`src/rtl/up_count_sync_t_ff.sv`:
```
// rtl/up_count_sync_t_ff.sv - synchronous modulo-N up counter built as a T flip-flop chain
// Parallel load, cascade carry-in/out, terminal count, sticky overflow and load range error.
module up_count_sync_t_ff #(
  parameter int WIDTH   = 4,
  parameter int MODULUS = 16
) (
  input  logic             clk,
  input  logic             r,
  input  logic             en,
  input  logic             cin,
  input  logic             ld,
  input  logic [WIDTH-1:0] d,
  input  logic             clr_ovf,
  output logic [WIDTH-1:0] q,
  output logic [WIDTH-1:0] qbar,
  output logic             tc,
  output logic             cout,
  output logic             ovf,
  output logic             ld_err
);

  localparam logic [WIDTH-1:0] TERM    = WIDTH'(MODULUS - 1);
  localparam logic [WIDTH:0]   MOD_EXT = (WIDTH + 1)'(MODULUS);

  logic             step;
  logic             wrap;
  logic             d_in_range;
  logic             lower_ones;
  logic [WIDTH-1:0] t;
  logic [WIDTH-1:0] q_toggled;

  assign step       = en && cin;
  assign tc         = (q == TERM);
  assign cout       = tc && step;
  assign qbar       = ~q;
  assign wrap       = !ld && step && tc;
  // One extra bit so MODULUS == 2^WIDTH is representable in the range check.
  assign d_in_range = ({1'b0, d} < MOD_EXT);

  // Bit i toggles when stepping and every lower bit is already 1.
  always_comb begin
    lower_ones = 1'b1;
    t          = '0;
    for (int i = 0; i < WIDTH; i++) begin
      t[i]       = step && lower_ones;
      lower_ones = lower_ones && q[i];
    end
  end

  assign q_toggled = q ^ t;

  always_ff @(posedge clk or posedge r) begin
    if (r) begin
      q      <= '0;
      ovf    <= 1'b0;
      ld_err <= 1'b0;
    end else begin
      ld_err <= 1'b0;
      if (ld) begin
        if (d_in_range) begin
          q <= d;
        end else begin
          q      <= '0;
          ld_err <= 1'b1;
        end
      end else if (wrap) begin
        q <= '0;
      end else begin
        // Toggle vector is all zero when not stepping, so this also covers hold.
        q <= q_toggled;
      end
      if (wrap) begin
        ovf <= 1'b1;
      end else if (clr_ovf) begin
        ovf <= 1'b0;
      end
    end
  end

endmodule

```
`config.mk`:
```
export PLATFORM = sky130hd
export DESIGN_NAME = up_count_sync_t_ff
export DESIGN_NICKNAME = d
export VERILOG_FILES = /design/src/rtl/up_count_sync_t_ff.sv
export SDC_FILE = /design/constraint.sdc
export NUM_CORES = 1
export LEC_CHECK = 0
export CAP_MARGIN = 15
export CORE_AREA = 2 2 39 41
export DETAILED_ROUTE_END_ITERATION = 10
export DIE_AREA = 0 0 41 43
export PLACE_DENSITY_LB_ADDON = 0.08
export SLEW_MARGIN = 15
export SYNTH_ARGS = -nofsm -noshare
export SYNTH_HDL_FRONTEND = slang
export SYNTH_SLANG_ARGS = --single-unit
export TNS_END_PERCENT = 30
```
`constraint.sdc`:
```
create_clock -name clk -period 2.8 [get_ports clk]
set_input_delay 0.84 -clock clk [delete_from_list [all_inputs] [get_ports clk]]
set_output_delay 0.84 -clock clk [all_outputs]
set_load 0.03 [all_outputs]
```
; Yosys cells after proc, flatten, opt, wreduce, memory -nomap -nowiden
; Cells that the tools add are included.
[classes]
n_bitwise = 2
reduce_logical = 11
muxes = 4
eq_ne = 1
[ops]
columns = op, count
row1 = $logic_and A1 B1 Y1, 9
row2 = $mux W4, 2
row3 = $eq A4 B4 Y1 const B, 1
row4 = $not A4 Y4, 1
row5 = $xor A4 B4 Y4, 1
row6 = $mux W1, 2
row7 = $reduce_bool A2 Y1, 1
row8 = $logic_not A1 Y1, 1
[totals]
ff_bits = 5
output_inout_bits = 12

; Logic depth before layout (Yosys ltp)
[depth]
depth_word = 6
ltp_mapped = 5

; Worst setup path before layout
; No wires, ideal clock.
[synth_path]
kind = input -> output
startpoint = input en
endpoint = output cout
cell_stages = 2
required_ps = 1960
arrival_ps = 1397
path_slack_ps = 563
cell_sequence = nand2_1 -> nor2_1
[synth_between]
elab_chain_cells = 2
[synth_lines]
columns = element, line
row1 = start: declaration, 9  ; input logic en,
row2 = $logic_and A1 B1 Y1, 32  ; assign step = en && cin;
row3 = $logic_and A1 B1 Y1, 34  ; assign cout = tc && step;
row4 = end: declaration, 17  ; output logic cout,
; No other way between the ends.

; Worst setup path after layout
; Ends and elaborated chain as after synthesis.

==> results list <==
- The flow ran to the end, and the final reports show no timing, DRC or antenna violations.
- After detailed routing, the total wire length is about 730 um.
- Max-cap violations in this run came to 0.
* Final Cell Area: about 530 um2
- OpenSTA, run right after detailed placement, puts the worst setup slack at 218 ps.
- Root buffer cell: clkbuf_4
- Num Clock Sinks: 5
- The number of global-route vias before repair is 280.
* # fillers: 155
* Synth Cell Area: between 200 and 300 um2
- For this run, the top clock speed supported by timing is just under 400 MHz.
- After synthesis the netlist holds a flip-flop and latch count of 5.
- The die covers 0.00176 mm2.
- Post-synth top cells: 9 x inv_1, 5 x dfrtp_1, 4 x nand2_1, 4 x o21ai_0
- IR analysis of the VDD net gives a maximum drop of just over 0.2 mV.
* Via count: 314
* Worst-case clock skew: 0.720 ps
- 0 antenna diodes ended up in the layout.
- STA classifies the critical path startpoint as an input port.
* Count of boundary I/O pins: 22
- Summing all placed instances gives a cell area of about 500 um2.
* Main flop type after synthesis: dfrtp_1
- For this block, the initial DRC count from the detailed router was 16.
- Number of different library cells in the post-synthesis netlist: 15
- The first global-routing pass estimated between 1 and 1.5 mm of wire.
- After global routing the overflow that remains totals 0.
- Across all setup checks in the final design, the least slack found is approximately 210 ps.
* Vias/cell: around 4.1
- Most common cell in the synthesized netlist: inv_1
- Buffers on Ports: 20
* Fraction of layout cells with a size suffix above 1: roughly 8.3%
* Slew Limit Fails: 0
- Mean Syn Cell Area: roughly 8 um2
* Cells traversed along the worst timing path: clkdlybuf4s50_1 -> nand2_1 -> nor2_1 -> buf_4
- For the worst-skew pair, the clock arrives at the later sink with an insertion delay of roughly 240 ps.
- The number of setup buffers added after CTS is 0.
* Setup-failing EPs final: 0
* Net Count, Synth: 47
* Setup repair after global routing missed its margin: no
* Syn-to-layout area delta: 84.4%
- The number of hold violations in the final report is 0.
- In the routed design, unresolved DRC markers number 0.
* Maximum count of clock buffers along a single path: 2
- Post-synth top area cell: dfrtp_1
- For this run, the register share of the synthesized area comes to 43.3%.
* Post-layout min period: about 2600 ps
- Dpl hpwl: roughly 570 um
- Reg clk slew, reported paths: 40 ps
- Leakage power total: about 0.25 nW
- The critical path is of the in2out type.
- STA puts the critical path data required time at between 1500 and 2000 ps.
- In this run the horizontal extent of the chip is around 41 um.
- Hold repair after CTS inserted 0 buffers.
* Power density over the cells: about 500 mW/mm2
- Worst path max stage delay: 480 ps
- Final GP Congestion: 0.708
- PostCTS Resize Cnt: 0
- After synthesis, the cell types taking the most area are dfrtp_1 43%, inv_1 12%, o21ai_0 6.9%, xnor2_1 6.1%, nand2_1 5.2%.
* Starting utilization of the core area: a little over a fifth
- Arrival @ worst endpoint: 1750 ps
- Overall track demand over capacity in global routing: about a tenth
- NumNets Final: 72
- Dividing the detail-routed wire length by the instance count gives a little under 10 um.
* Largest net degree at the start of global routing: 9
* Drt pass-1 iters: 4
- The largest individual stage delay along the critical path comes from the cell clkdlybuf4s50_1.
- Number of buffers inserted during clock tree synthesis: 3
- In this run the number of H-tree levels came out at 1.
- Number of nets with antenna violations after detailed routing: 0
* Class of the tightest hold or removal check: reg2reg
- Summed over all failing endpoints, the final setup total negative slack is 0 ps.
- Counting flops with an async set or reset pin after synthesis yields a share of between 90% and 100%.
* Syn. warnings: 0
* Vertical extent of the die: around 43 um
- Of the available clock period, the critical path in the final layout requires between 90% and 100%.
* Synthesized instance count: 36
- CTS tree: yes
- The number of antenna violations at the first check in global routing is 0.
- In this run the core area contains 14 standard-cell rows.
* Post-synth EDFFs: 0
* Largest fanout on the critical path: 2
- Summing internal, switching and leakage power gives 0.000267 W.
* Endpoint type of the worst setup path: primary output
- Standard cell core area: 0.00138 mm2
* Portion of synthesized cell area occupied by the leading cell type: a little over two fifths
## layout by cell type, fill, tap and decap left out
cell and n:
ha_1 1, clkbuf_1 1, or3_1 1, dfrtp_1 5, inv_1 9, clkdlybuf4s50_1 19
conb_1 1, nand4_1 2, nor2_1 2, o31ai_1 1, o21ai_0 4, nand3_1 1
buf_4 2, o32ai_1 1, xnor2_1 2, nand2_1 4, clkbuf_4 3, a31oi_1 1
## stage by stage
step	cells	hold slack, ps	util (%)
after floorplan	36	619	-
after global placement	72	515	36.6
after detailed placement	72	519	36.6
after CTS	76	529	38.5
after global routing	76	574	38.5
final	76	526	38.5
## power breakdown
group	leakage [nW]	internal (W)	total, W	switching (W)
Clock	0.0150	0.0000539	0.0000846	0.0000306
Combinational	0.171	0.0000439	0.0000943	0.0000504
Sequential	0.0614	0.0000793	0.0000886	0.00000927
Total	0.247	0.000177	0.000267	0.0000903
## cells by family after synthesis
logic type,share of synthesized area (%)
AO/OA/AOI/OAI,14.7
XOR/XNOR,6.06
adder cells (fa/ha/maj),4.33
buffers and inverters,14.3
flip-flops,43.3
other,1.30
AND/OR/NAND/NOR,16.0
## sequential cells by signal, summed over array words and instances (netlist names)
| name | flops |
|---|---|
| ovf | 1 |
| q | 4 |
## worst max-delay path, delay by kind of cell
family,cells,cell delay [ps]
buffers and inverters,2,670
AND/OR/NAND/NOR,2,240
## final timing paths
| check | from | to | slack (ps) | cells past startpoint |
|---|---|---|---|---|
| worst max-delay path | en | cout | 210 | 4 |
| worst min-delay path | ovf$_DFFE_PP0P_ | ovf$_DFFE_PP0P_ | 530 | 2 |
| worst max register to register | q[1]$_DFF_PP0_ | q[3]$_DFF_PP0_ | 1690 | 3 |
| worst min register to register | ovf$_DFFE_PP0P_ | ovf$_DFFE_PP0P_ | 530 | 2 |
| max in group asynchronous | r | q[2]$_DFF_PP0_ | 1830 | 2 |
| min in group asynchronous | r | q[3]$_DFF_PP0_ | 800 | 2 |
## layout make-up
class	instances	area (um2)	area share, %
clock buffers	4	26.3	4.93
inverters	9	33.8	6.34
multi-input cells	21	123	23.0
flip-flops and latches	5	125	23.5
well taps	16	20.0	3.76
repair buffers	21	205	38.5
## routing by layer
layer	track usage (%)	part of all wire, %	up-vias
met5	0	0	-
met4	6.00	1.8	0
met3	5.24	12	2
met2	13.1	36	19
met1	13.8	50	128
li1	-	-	165
(Power assumes the default switching activity.)
